<file path="config.mk">
export PLATFORM = sky130hd
export DESIGN_NAME = shift_seq_ctrl_flat
export DESIGN_NICKNAME = d
export VERILOG_FILES = /design/src/rtl/shift_seq_ctrl_if.sv /design/src/rtl/shift_seq_ctrl.sv /design/src/flat_wrapper.sv
export SDC_FILE = /design/constraint.sdc
export NUM_CORES = 1
export LEC_CHECK = 0
export BUFFER_PORTS_ARGS = -buffer_cell sky130_fd_sc_hd__buf_2
export CAP_MARGIN = 5
export CORE_MARGIN = 4
export CORE_UTILIZATION = 50
export DETAILED_ROUTE_END_ITERATION = 8
export GPL_TIMING_DRIVEN = 1
export PLACE_DENSITY_LB_ADDON = 0.3
export SYNTH_ARGS = -nofsm -noshare
export SYNTH_HDL_FRONTEND = slang
export SYNTH_SLANG_ARGS = --single-unit
</file>
<file path="constraint.sdc">
create_clock -name clk -period 2.88 [get_ports clk]
set_input_delay 0.144 -clock clk [delete_from_list [all_inputs] [get_ports clk]]
set_output_delay 0.144 -clock clk [all_outputs]
set_load 0.005 [all_outputs]
</file>
<file path="src/rtl/shift_seq_ctrl_if.sv">
// Handshake and data bundle between pipeline control and the shift sequencer.
interface shift_seq_ctrl_if #(
  parameter int XLEN    = 32,
  parameter int SHAMT_W = 5
);
  logic               start;
  logic               flush;
  logic [1:0]         op;
  logic [XLEN-1:0]    operand;
  logic [SHAMT_W-1:0] shamt;
  logic               busy;
  logic               done;
  logic [XLEN-1:0]    result;

  modport master (
    output start, flush, op, operand, shamt,
    input  busy, done, result
  );

  modport slave (
    input  start, flush, op, operand, shamt,
    output busy, done, result
  );
endinterface

</file>
<file path="src/rtl/shift_seq_ctrl.sv">
// Multi-cycle RV32I shift sequencer: shifts one bit per cycle while the core
// stalls on busy, then pulses done with the result held until the next start.
module shift_seq_ctrl #(
  parameter int XLEN    = 32,
  parameter int SHAMT_W = 5
) (
  input  logic             clk,
  input  logic             rst_n,
  shift_seq_ctrl_if.slave  bus
);

  typedef enum logic [1:0] {
    IDLE  = 2'd0,
    SHIFT = 2'd1,
    DONE  = 2'd2
  } state_t;

  state_t             state;
  state_t             state_nxt;
  logic               load;
  logic               step;
  logic [SHAMT_W-1:0] cnt;
  logic [XLEN-1:0]    shreg;
  logic [1:0]         op_q;
  logic [XLEN-1:0]    shifted;
  logic [XLEN-1:0]    result_q;

  // One-bit shift step; the reserved encoding 2'b11 behaves as SLL.
  function automatic logic [XLEN-1:0] shift_one(input logic [XLEN-1:0] v,
                                                input logic [1:0]      mode);
    logic signed [XLEN-1:0] s;
    s = v;
    case (mode)
      2'b01:   shift_one = v >> 1;
      2'b10:   shift_one = $unsigned(s >>> 1);
      default: shift_one = v << 1;
    endcase
  endfunction

  assign shifted = shift_one(shreg, op_q);

  // Next-state and control decode; flush overrides everything and blocks a start.
  always_comb begin
    state_nxt = state;
    load      = 1'b0;
    step      = 1'b0;
    case (state)
      IDLE, DONE: begin
        if (bus.start) begin
          load      = 1'b1;
          state_nxt = (bus.shamt == '0) ? DONE : SHIFT;
        end else begin
          state_nxt = IDLE;
        end
      end
      SHIFT: begin
        step = 1'b1;
        if (cnt == SHAMT_W'(1)) state_nxt = DONE;
      end
      default: state_nxt = IDLE;
    endcase
    if (bus.flush) begin
      state_nxt = IDLE;
      load      = 1'b0;
      step      = 1'b0;
    end
  end

  // State register.
  always_ff @(posedge clk or negedge rst_n) begin
    if (!rst_n) state <= IDLE;
    else        state <= state_nxt;
  end

  // Remaining-shift counter, loaded on accept and decremented per shift.
  always_ff @(posedge clk or negedge rst_n) begin
    if (!rst_n)    cnt <= '0;
    else if (load) cnt <= bus.shamt;
    else if (step) cnt <= cnt - 1'b1;
  end

  // Shift register and captured opcode; pure datapath, no reset needed.
  always_ff @(posedge clk) begin
    if (load) begin
      shreg <= bus.operand;
      op_q  <= bus.op;
    end else if (step) begin
      shreg <= shifted;
    end
  end

  // Result updates only on entry to DONE; a zero shift passes the operand through.
  always_ff @(posedge clk or negedge rst_n) begin
    if (!rst_n)                            result_q <= '0;
    else if (load && bus.shamt == '0)      result_q <= bus.operand;
    else if (step && cnt == SHAMT_W'(1))   result_q <= shifted;
  end

  assign bus.busy   = (state == SHIFT);
  assign bus.done   = (state == DONE) && !bus.flush;
  assign bus.result = result_q;

endmodule

</file>
<file path="src/flat_wrapper.sv">
// flat-port wrapper written by rule: the top's interface ports become plain ports
module shift_seq_ctrl_flat 
#(
  parameter int XLEN    = 32,
  parameter int SHAMT_W = 5
)
  (clk, rst_n, bus_start, bus_flush, bus_op, bus_operand, bus_shamt, bus_busy, bus_done, bus_result);
  shift_seq_ctrl_if #(.XLEN(XLEN), .SHAMT_W(SHAMT_W)) bus_i ();
  input  logic clk;
  input  logic rst_n;
  input wire logic [$bits(bus_i.start)-1:0] bus_start;
  input wire logic [$bits(bus_i.flush)-1:0] bus_flush;
  input wire logic [$bits(bus_i.op)-1:0] bus_op;
  input wire logic [$bits(bus_i.operand)-1:0] bus_operand;
  input wire logic [$bits(bus_i.shamt)-1:0] bus_shamt;
  output wire logic [$bits(bus_i.busy)-1:0] bus_busy;
  output wire logic [$bits(bus_i.done)-1:0] bus_done;
  output wire logic [$bits(bus_i.result)-1:0] bus_result;
  assign bus_i.start = bus_start;
  assign bus_i.flush = bus_flush;
  assign bus_i.op = bus_op;
  assign bus_i.operand = bus_operand;
  assign bus_i.shamt = bus_shamt;
  assign bus_busy = bus_i.busy;
  assign bus_done = bus_i.done;
  assign bus_result = bus_i.result;
  shift_seq_ctrl #(.XLEN(XLEN), .SHAMT_W(SHAMT_W)) u_core (.clk(clk), .rst_n(rst_n), .bus(bus_i));
endmodule
</file>
==> results.txt, run 1 <==
Final setup fails = 0
Sink Count = 73
Tmin final = 2.378 ns
R2R Path End = u_core.bus.result[7]
Starting density of the core = 0.5176
TritonCTS Buffers = 9
Worst path arrival time = 2.59 ns
Count leader, synth = nor2_1
Remaining DRCs = 0
Largest net degree at the start of global routing = 40
Clock Latency Late Sink = 0.34 ns
Power density cells = 784.3 nW/um^2
Startpoint Class = register
Status = finished clean
Root Buffer = clkbuf_8
CTS tree = done
Min-delay src = bus_operand[8]
Leak = 0.001772 uW
Die Y = 92.10 um
FF-to-FF setup slack = 0.50 ns
Post-synth cell types = 31
Seq cells post-synth = 73
Number of synthesized flops with an enable pin = 34
Ys flop type = dfrtp_1
First-pass GRT wire length = 13970 um
Clk buf depth = 2
Wirelength per Cell = 16.22 um
Rows = 30
Post-Syn Instances = 349
Vias in the first global route = 2747
Final Skew = 0.007003 ns
Mapped cell area = 3536 um^2
YS warnings = 0
GP Congestion = 0.7991
Worst min path class = in -> reg
Port Buf Inserts = 76
Initial DRC count = 206
Layout area overhead = 18.97%
Routed wl met3 = 603 um
Pins Over Slew Limit = 0
Post-Syn Nets = 396
M1 WL = 3787 um
Rel. slew slack = 0.3636
Top-area cell type share of the netlist area = 0.2887
Chip width = 92.10 um
Area leader, netlist = edfxtp_1
Min-Delay Path Depth = 3
RSZ-0062 raised after global routing = no
Max Cap Violations = 0
Final Power = 3299 uW
Area after DPL = 3988 um^2
Max Used Layer = met4
Cell count after placement = 499
Sum of negative setup slack = 0 ns
Met2 WL = 3898 um
Fin nets = 464
Crit end category = register
DR pass1 iterations = 5
Hold violation total from the final report = 0
Dpl hpwl = 5655 um
Routed Antenna Nets = 0
WL final = 8402 um
# fillers = 591
Reg2Reg Launch Point = u_core.state[0]
# diodes = 0
Tcrit/Tclk final = 0.8257
Sequential fraction of the synthesis area = 0.5648
Synth area leaders = edfxtp_1, dfrtp_1, nor2_1
Async set or reset register ratio after synthesis = 0.5342
# IOs = 77
DR vias = 2988
Crit path max fanout = 24
Core area = 6832 um^2
Reg2Reg Depth = 4
Worst vdd ir = 0.0004089 V
Min-Delay Endpoint = u_core.bus.result[8]
Post-Layout Inst Area = 4207 um^2
Vias/cell = 5.768
Hold Slack = 0.03075 ns
Layout cells sized above 1 = 0.2488
Die footprint = 8481 um^2
Clk slew on worst S/H paths = 0.07 ns
Initial antenna violation count = 0
Synthesized area per cell = 10.13 um^2
Setup Buffers After CTS = 0
CTS H-Tree Depth = 3
Max Fclk = 0.4205 GHz
Least-Margin Pin Slew = 0.9545 ns
Critical path type = reg -> reg
GRT Util Overall = 0.2069
Commonest cells in the netlist = nor2_1, dfrtp_1, edfxtp_1, nor3_1
Finished Layout Cells = 518
Worst path required time = 3.09 ns
Grt ovf = 0
==> worst max path at each step <==
| stage | startpoint | to | slack [ns] | cells past startpoint |
|---|---|---|---|---|
| floorplan | u_core.state[1] | u_core.cnt[4] | 0.54 | 4 |
| global placement | u_core.state[0] | u_core.bus.result[21] | 0.60 | 4 |
| detailed placement | u_core.state[0] | u_core.bus.result[26] | 0.55 | 4 |
| CTS | u_core.state[0] | u_core.bus.result[25] | 0.53 | 4 |
| global route | u_core.state[0] | u_core.bus.result[31] | 0.37 | 4 |
| finish | u_core.state[0] | u_core.bus.result[7] | 0.50 | 4 |
==> power by group <==
| group | leakage [uW] | total (uW) | internal, uW | switching (uW) |
|---|---|---|---|---|
| Sequential | 0.000795 | 1620 | 1440 | 180 |
| Combinational | 0.000879 | 900 | 451 | 449 |
| Clock | 0.0000974 | 781 | 423 | 359 |
| Total | 0.00177 | 3300 | 2310 | 988 |
==> layout by cell type, fill, tap and decap left out, types with 2 or more instances in the layout <==
| master | Yosys | final |
|---|---|---|
| o31ai_1 | 8 | 8 |
| a221o_1 | 3 | 3 |
| buf_2 | 10 | 76 |
| inv_1 | 6 | 6 |
| clkinv_2 | 0 | 2 |
| o21ai_0 | 5 | 5 |
| buf_12 | 0 | 2 |
| buf_4 | 1 | 6 |
| edfxtp_1 | 34 | 34 |
| a211oi_1 | 24 | 24 |
| a221oi_1 | 16 | 16 |
| ha_1 | 4 | 4 |
| a21oi_1 | 24 | 24 |
| clkbuf_8 | 0 | 10 |
| nor3b_1 | 2 | 2 |
| nor2_1 | 76 | 75 |
| nor3_1 | 26 | 26 |
| a22oi_1 | 22 | 22 |
| dlygate4sd3_1 | 0 | 3 |
| dfrtp_1 | 39 | 39 |
| clkbuf_1 | 14 | 3 |
| or3_1 | 2 | 2 |
| or3b_2 | 1 | 2 |
| nand2_1 | 17 | 17 |
==> what timing repair did <==
action                                 in CTS  in global routing
endpoints found under the hold margin      41                  0
hold buffers                                3                  0
gates resized for setup                     0                  0
==> worst max-delay path: stages, from the launching register on <==
cell and delay [ns]:
dfrtp_1 0.41, or3b_2 0.70, or3_1 0.81, nor2_1 0.25, a211oi_1 0.07
==> per-stage QoR <==
| step | util | setup slack (ns) |
|---|---|---|
| floorplan | - | 0.5392 |
| global placement | 0.5837 | 0.6013 |
| detailed placement | 0.5837 | 0.5502 |
| CTS | 0.6158 | 0.5263 |
| global route | 0.6158 | 0.3708 |
| finish | 0.6158 | 0.5020 |
==> state kept, by name, summed over array words and instances (netlist names) <==
register	cells
u_core.op_q	2
u_core.cnt	5
u_core.shreg	32
u_core.bus.result	32
u_core.state	2
==> logic make-up (layout without fill, tap and decap cells) <==
group | count (synthesis) | in the layout | synth area share
simple gates | 132 | 132 | 0.1645
flops | 73 | 73 | 0.5648
compound gates | 104 | 104 | 0.2095
buf+inv | 36 | 109 | 0.04706
fa+ha+maj | 4 | 4 | 0.01415
==> cell type report <==
| type | instances | area [um^2] | share of cell area |
|---|---|---|---|
| multi-input cells | 240 | 1383 | 0.3287 |
| clock buffers | 13 | 148.9 | 0.03540 |
| flip-flops and latches | 73 | 1997 | 0.4747 |
| repair buffers | 87 | 495.5 | 0.1178 |
| clock inverters | 3 | 40.04 | 0.009518 |
| well taps | 96 | 120.1 | 0.02855 |
| inverters | 6 | 22.52 | 0.005354 |
==> routing by layer <==
metal / vias up / GRT usage
met5: - / 0
met1: 1438 / 0.2941
li1: 1430 / -
met3: 9 / 0.04020
met2: 111 / 0.3181
met4: 0 / 0.07054
No activity file was read; power rests on OpenSTA's default activity.
==> run 2: changes to the inputs <==
==> constraint.sdc (replaced) <==
create_clock -name clk -period 2.27 [get_ports clk]
set_input_delay 0.1135 -clock clk [delete_from_list [all_inputs] [get_ports clk]]
set_output_delay 0.1135 -clock clk [all_outputs]
set_load 0.005 [all_outputs]
==> results.txt, run 2 (same netlist as run 1, synthesis figures left out) <==
# diodes = 0 (unchanged)
Grt ovf = 0 (unchanged)
# fillers = 587 (-0.68%)
Sink Count = 73 (unchanged)
Initial DRC count = 178 (-14%)
CTS H-Tree Depth = 3 (unchanged)
Root Buffer = clkbuf_8
Port Buf Inserts = 76 (unchanged)
Post-Layout Inst Area = 4307 um^2 (+2.4%)
Setup Buffers After CTS = 0 (unchanged)
Worst path required time = 2.46 ns (-0.63 ns)
TritonCTS Buffers = 9 (unchanged)
CTS tree = done
Vias in the first global route = 2931 (+6.7%)
Initial antenna violation count = 0 (unchanged)
Clk buf depth = 2 (unchanged)
Worst vdd ir = 0.0006390 V (+56%)
Largest delay share family, worst path = simple AND/OR/NAND/NOR gates
Fin nets = 473 (+1.9%)
Tmin final = 1.920 ns (-0.4581 ns)
Area after DPL = 4020 um^2 (+0.82%)
CP peak stage delay = 0.57 ns (-0.24 ns)
RSZ-0062 raised after global routing = no
Critical path type = reg -> reg
Layout area overhead = 21.80%
Clock Latency Late Sink = 0.34 ns (about the same)
Final Skew = 0.006694 ns (-0.0003088 ns)
First-pass GRT wire length = 14370 um (+2.9%)
Vias/cell = 5.670 (-1.7%)
Startpoint Class = register
Chip width = 92.10 um (unchanged)
Dpl hpwl = 5766 um (+2.0%)
Largest net degree at the start of global routing = 58 (+45%)
Least-Margin Pin Slew = 0.9185 ns (-0.03606 ns)
Rows = 30 (unchanged)
# IOs = 77 (unchanged)
Max Cap Violations = 0 (unchanged)
Leak = 0.001817 uW (+2.5%)
Hold violation total from the final report = 0 (unchanged)
Die Y = 92.10 um (unchanged)
Layout Utilization = 0.6304 (+0.01465)
CP most frequent cell = buf_4
Most common cell after layout, fill and taps aside = buf_2
WL final = 8524 um (+1.5%)
Status = finished clean
Worst min path class = in -> reg
Multi-input gate area = 1385 um^2 (+0.18%)
Clk slew on worst S/H paths = 0.08 ns (about the same)
Tcrit/Tclk final = 0.8458 (+0.02009)
Starting density of the core = 0.5176 (unchanged)
DR vias = 2988 (unchanged)
Worst path arrival time = 2.11 ns (-0.48 ns)
Routed Antenna Nets = 0 (unchanged)
Crit end category = register
Sequential Area = 1997 um^2 (unchanged)
GRT Util Overall = 0.2145 (+0.007589)
Crit path max fanout = 26 (+8.3%)
Core area = 6832 um^2 (unchanged)
Sum of negative setup slack = 0 ns (unchanged)
CP bufs+invs = 3 (+3)
Wirelength per Cell = 16.17 um (-0.28%)
Die footprint = 8481 um^2 (unchanged)
Power density cells = 990.6 nW/um^2 (+26%)
Final setup fails = 0 (unchanged)
Final Power = 4266 uW (+29%)
DR pass1 iterations = 4 (-1)
Rel. slew slack = 0.3877 (+0.02404)
Commonest non-fill, non-tap cells in the layout = buf_2, nor2_1, dfrtp_1, edfxtp_1, nor3_1
Layout cells sized above 1 = 0.2599 (+0.01105)
Pins Over Slew Limit = 0 (unchanged)
Post-CTS Resized = 0 (unchanged)
Slowest CP cell = or3b_2
GP Congestion = 0.7756 (-2.9%)
Remaining DRCs = 0 (unchanged)
Crit-path cells = or3b_2, buf_4, inv_1, buf_4, a221oi_1, nor2_1
Max Fclk = 0.5209 GHz (+24%)
[run 2: final timing paths]
check                                        end       startpoint  slack, ns  depth (start not counted)
max                              u_core.shreg[4]  u_core.state[0]       0.35                          6
min                        u_core.bus.result[30]  bus_operand[30]       0.01                          3
max reg2reg                      u_core.shreg[4]  u_core.state[0]       0.35                          6
min reg2reg                        u_core.cnt[4]    u_core.cnt[4]       0.54                          1
max in group asynchronous  u_core.bus.result[28]            rst_n       1.26                          2
min in group asynchronous   u_core.bus.result[1]            rst_n       0.45                          2
[run 2: repair_timing]
action | CTS | global route
hold endpoints to repair | 46 | 0
setup endpoints to repair | 0 | 0
hold buffers | 8 | 0
[run 2: where the power goes]
part           internal, uW  leakage, uW  total, uW  switching, uW
Clock                   569     0.000103       1050            485
Sequential             1820     0.000795       2060            236
Combinational           586     0.000919       1150            567
Total                  2980      0.00182       4270           1290
[run 2: area by class of cell]
| cell class | count | share of cell area |
|---|---|---|
| well taps | 96 | 0.02789 |
| multi-input cells | 240 | 0.3216 |
| clock buffers | 12 | 0.03603 |
| repair buffers | 96 | 0.1336 |
| inverters | 6 | 0.005230 |
| flip-flops and latches | 73 | 0.4637 |
| clock inverters | 4 | 0.01191 |
[run 2: metal layers]
layer	part of all wire	global-route usage	vias to the layer above
met5	0	0	-
met3	0.056	0.03856	10
met1	0.44	0.2835	1422
li1	-	-	1460
met4	0.011	0.07178	0
met2	0.49	0.3571	96
[run 2: per-stage QoR]
stage,std cells,hold slack [ns],setup WS [ns]
2_1_floorplan,349,-0.1821,0.2800
4_1_cts,527,0.002272,0.3314
5_1_grt,527,0.002261,0.2373
3_3_place_gp,503,0.2875,0.4380
3_5_place_dp,503,0.3040,0.3517
6_report,527,0.01392,0.3501
[run 2: worst reg2reg max path, cell delays in order (launching register included)]
cell and delay, ns:
dfrtp_1 0.41, or3b_2 0.57, buf_4 0.25, inv_1 0.11
buf_4 0.23, a221oi_1 0.08, nor2_1 0.13
==> run 3: changes to the inputs <==
--- a/config.mk
+++ b/config.mk
@@ -5,6 +5,7 @@
 export SDC_FILE = /design/constraint.sdc
 export NUM_CORES = 1
 export LEC_CHECK = 0
+export ABC_AREA = 1
 export BUFFER_PORTS_ARGS = -buffer_cell sky130_fd_sc_hd__buf_2
 export CAP_MARGIN = 5
 export CORE_MARGIN = 4
==> constraint.sdc (replaced) <==
create_clock -name clk -period 1.9 [get_ports clk]
set_input_delay 0.095 -clock clk [delete_from_list [all_inputs] [get_ports clk]]
set_output_delay 0.095 -clock clk [all_outputs]
set_load 0.005 [all_outputs]
==> results.txt, run 3 <==
Status = finished clean
Sequential Area = 1997 um^2 (unchanged)
CP peak stage delay = 0.40 ns (-0.17 ns)
Critical path type = reg -> reg
Leak = 0.002148 uW (+18%)
Post-Syn Nets = 514 (+30%)
YS warnings = 0 (unchanged)
CTS tree = done
Rel. slew slack = 0.7659 (+0.3782)
Final Skew = 0.006632 ns (-0.00006217 ns)
GP Congestion = 0.8111 (+4.6%)
Chip width = 95.78 um (+4.0%)
CP bufs+invs = 2 (-1)
Synth area leaders = edfxtp_1, dfrtp_1, nand2_1
Synth Area in Simple Gates = 0.2744 (+0.1099)
Initial DRC count = 209 (+17%)
Worst vdd ir = 0.0007239 V (+13%)
Tcrit/Tclk final = 0.8949 (+0.04911)
Net Switching = 1591 uW (+23%)
Least-Margin Pin Slew = 0.3512 ns (-0.5673 ns)
# fillers = 695 (+18%)
Worst path arrival time = 1.98 ns (-0.13 ns)
Pins Over Slew Limit = 0 (unchanged)
Ys flop type = dfrtp_1
Commonest non-fill, non-tap cells in the layout = nand2_1, buf_2, nor2_1, o21ai_0, dfrtp_1
Power Internal = 3477 uW (+17%)
Routed Antenna Nets = 0 (unchanged)
CP most frequent cell = nand2_1
Dpl hpwl = 6304 um (+9.3%)
Sum of negative setup slack = 0 ns (unchanged)
Sw Ratio = 0.3139 (+0.01177)
Area leader, netlist = edfxtp_1
Clock Latency Late Sink = 0.34 ns (about the same)
Clk slew on worst S/H paths = 0.07 ns (about the same)
Die Y = 95.78 um (+4.0%)
Largest net degree at the start of global routing = 40 (-31%)
Core area = 7370 um^2 (+7.9%)
WL final = 9090 um (+6.6%)
Seq cells post-synth = 73 (unchanged)
Starting density of the core = 0.5228 (+0.005168)
Wirelength per Cell = 13.94 um (-14%)
Clk buf depth = 2 (unchanged)
Tmin final = 1.700 ns (-0.2196 ns)
Compound-Gate Fraction of Synth Area = 0.1283 (-0.08119)
Layout cells sized above 1 = 0.2170 (-0.04286)
Finished Layout Cells = 652 (+24%)
Max Fclk = 0.5881 GHz (+13%)
Count leader, synth = nand2_1
RSZ-0062 raised after global routing = no
Number of synthesized flops with an enable pin = 34 (unchanged)
Synth Area in XOR/XNOR = 0.006820 (+0.006820)
Die footprint = 9173 um^2 (+8.2%)
Vias in the first global route = 3215 (+9.7%)
Sequential power share = 0.475 (-0.008)
Hold Slack = 0.009683 ns (-0.004235 ns)
Crit path max fanout = 16 (-38%)
Grt ovf = 0 (unchanged)
Post-synth cell types = 29 (-6.5%)
Sequential fraction of the synthesis area = 0.5184 (-0.04641)
GRT Util Overall = 0.2129 (-0.001598)
Vias/cell = 5.101 (-10%)
Max Used Layer = met4
Mux cell area share after synthesis = 0 (unchanged)
Mapped cell area = 3852 um^2 (+9.0%)
Comb pwr share = 0.288 (+0.018)
Post-CTS Resized = 0 (unchanged)
Power density cells = 1104 nW/um^2 (+11%)
Worst min path class = in -> reg
DR pass1 iterations = 4 (unchanged)
Final setup fails = 0 (unchanged)
Clock power frac = 0.237 (-0.010)
Port Buf Inserts = 76 (unchanged)
Cell count after placement = 632 (+26%)
Initial antenna violation count = 0 (unchanged)
Crit end category = register
Commonest cells in the netlist = nand2_1, nor2_1, o21ai_0, dfrtp_1, edfxtp_1
Met2 WL = 4557 um (+9.6%)
Hold violation total from the final report = 0 (unchanged)
Post-synthesis adder-cell area fraction = 0.01299 (-0.001163)
Layout area overhead = 19.13%
Post-Layout Inst Area = 4589 um^2 (+6.6%)
DR vias = 3326 (+11%)
Largest family of logic cells by synthesized area = simple AND/OR/NAND/NOR gates
Largest delay share family, worst path = flip-flops
Sink Count = 73 (unchanged)
CTS H-Tree Depth = 3 (unchanged)
Startpoint Class = register
TritonCTS Buffers = 9 (unchanged)
Root Buffer = clkbuf_8
Slowest CP cell = edfxtp_1
Rows = 31 (+3.3%)
Post-Syn Instances = 467 (+34%)
Area after DPL = 4360 um^2 (+8.5%)
Routed wl met3 = 493 um (+2.9%)
Max Cap Violations = 0 (unchanged)
Most common cell after layout, fill and taps aside = nand2_1
First-pass GRT wire length = 14970 um (+4.2%)
# IOs = 77 (unchanged)
Async set or reset register ratio after synthesis = 0.5342 (unchanged)
Worst path required time = 2.18 ns (-0.28 ns)
Synthesized area per cell = 8.249 um^2 (-19%)
# diodes = 0 (unchanged)
Multi-input gate area = 1630 um^2 (+18%)
Remaining DRCs = 0 (unchanged)
Crit-path cells = ha_1, inv_2, buf_4, nand2_1, o21ai_0, nand2_1, nand2_1, nand2_1, nand2_1
Final Power = 5068 uW (+19%)
Fin nets = 595 (+26%)
M1 WL = 3906 um (+3.0%)
Top-area cell type share of the netlist area = 0.2650 (-0.02373)
run 3: changes by cell type in the layout (fill, tap and decap cells not counted), moves of 5 or more:
cell	before	now
o31ai_1	8	0
nand3_1	1	11
nand2_1	16	180
inv_2	0	5
o21ai_0	5	46
o21ai_1	0	10
nor3_1	26	1
nor2_1	75	52
o21a_1	0	22
a221oi_1	16	0
a211oi_1	24	0
inv_1	6	16
a21oi_1	24	0
a22oi_1	22	0
run 3: logic make-up after synthesis:
logic type	Yosys count
flip-flops	73
XOR/XNOR	3
AO/OA/AOI/OAI	85
adder cells (fa/ha/maj)	4
buffers and inverters	46
AND/OR/NAND/NOR	256
run 3: power by group through the flow:
stage               registers [uW]  logic (uW)  clock network [uW]
detailed placement            2440        1470                   0
floorplan                     2450         830                   0
CTS                           2410        1490                1220
finish                        2410        1460                1200
global route                  2470        1690                1290
global placement              2430        1430                   0
run 3: final cells by class:
class,instances,area share
sequential,73,0.4351
multi-input combinational,348,0.3552
timing repair buffer,95,0.1243
clock buffer,13,0.03244
tap,99,0.02699
inverter,21,0.01718
clock inverter,3,0.008724
run 3: worst min-delay path, delay by kind of cell:
| family | cells | cell delay [ns] |
|---|---|---|
| buf+inv | 1 | 0.10 |
| compound gates | 1 | 0.06 |
| simple gates | 1 | 0.06 |
run 3: final timing paths:
path | start | end | slack (ns) | depth (start not counted)
worst min register to register | u_core.bus.result[28] | u_core.bus.result[28] | 0.48 | 2
worst max-delay path | u_core.op_q[1] | u_core.bus.result[8] | 0.20 | 9
worst max register to register | u_core.op_q[1] | u_core.bus.result[8] | 0.20 | 9
min in group asynchronous | rst_n | u_core.bus.result[9] | 0.24 | 3
max in group asynchronous | rst_n | u_core.bus.result[22] | 1.43 | 3
worst min-delay path | bus_shamt[1] | u_core.cnt[1] | 0.01 | 3
run 3: routing by layer:
metal  GRT usage  vias up
met1      0.2742     1555
met3     0.03675       10
li1            -     1669
met5           0        -
met4     0.07701        0
met2      0.3607       92
run 3: per-stage QoR:
step	util	setup slack, ns
3_3_place_gp	0.5917	0.2421
3_5_place_dp	0.5917	0.2092
5_1_grt	0.6228	0.02491
4_1_cts	0.6228	0.1910
6_report	0.6228	0.1997
2_1_floorplan	-	0.1295
run 3: repair_timing:
| item | 4_1_cts | 5_1_grt |
|---|---|---|
| endpoints found under the hold margin | 42 | 0 |
| setup buffers | 0 | 0 |
| hold buffers | 4 | 0 |
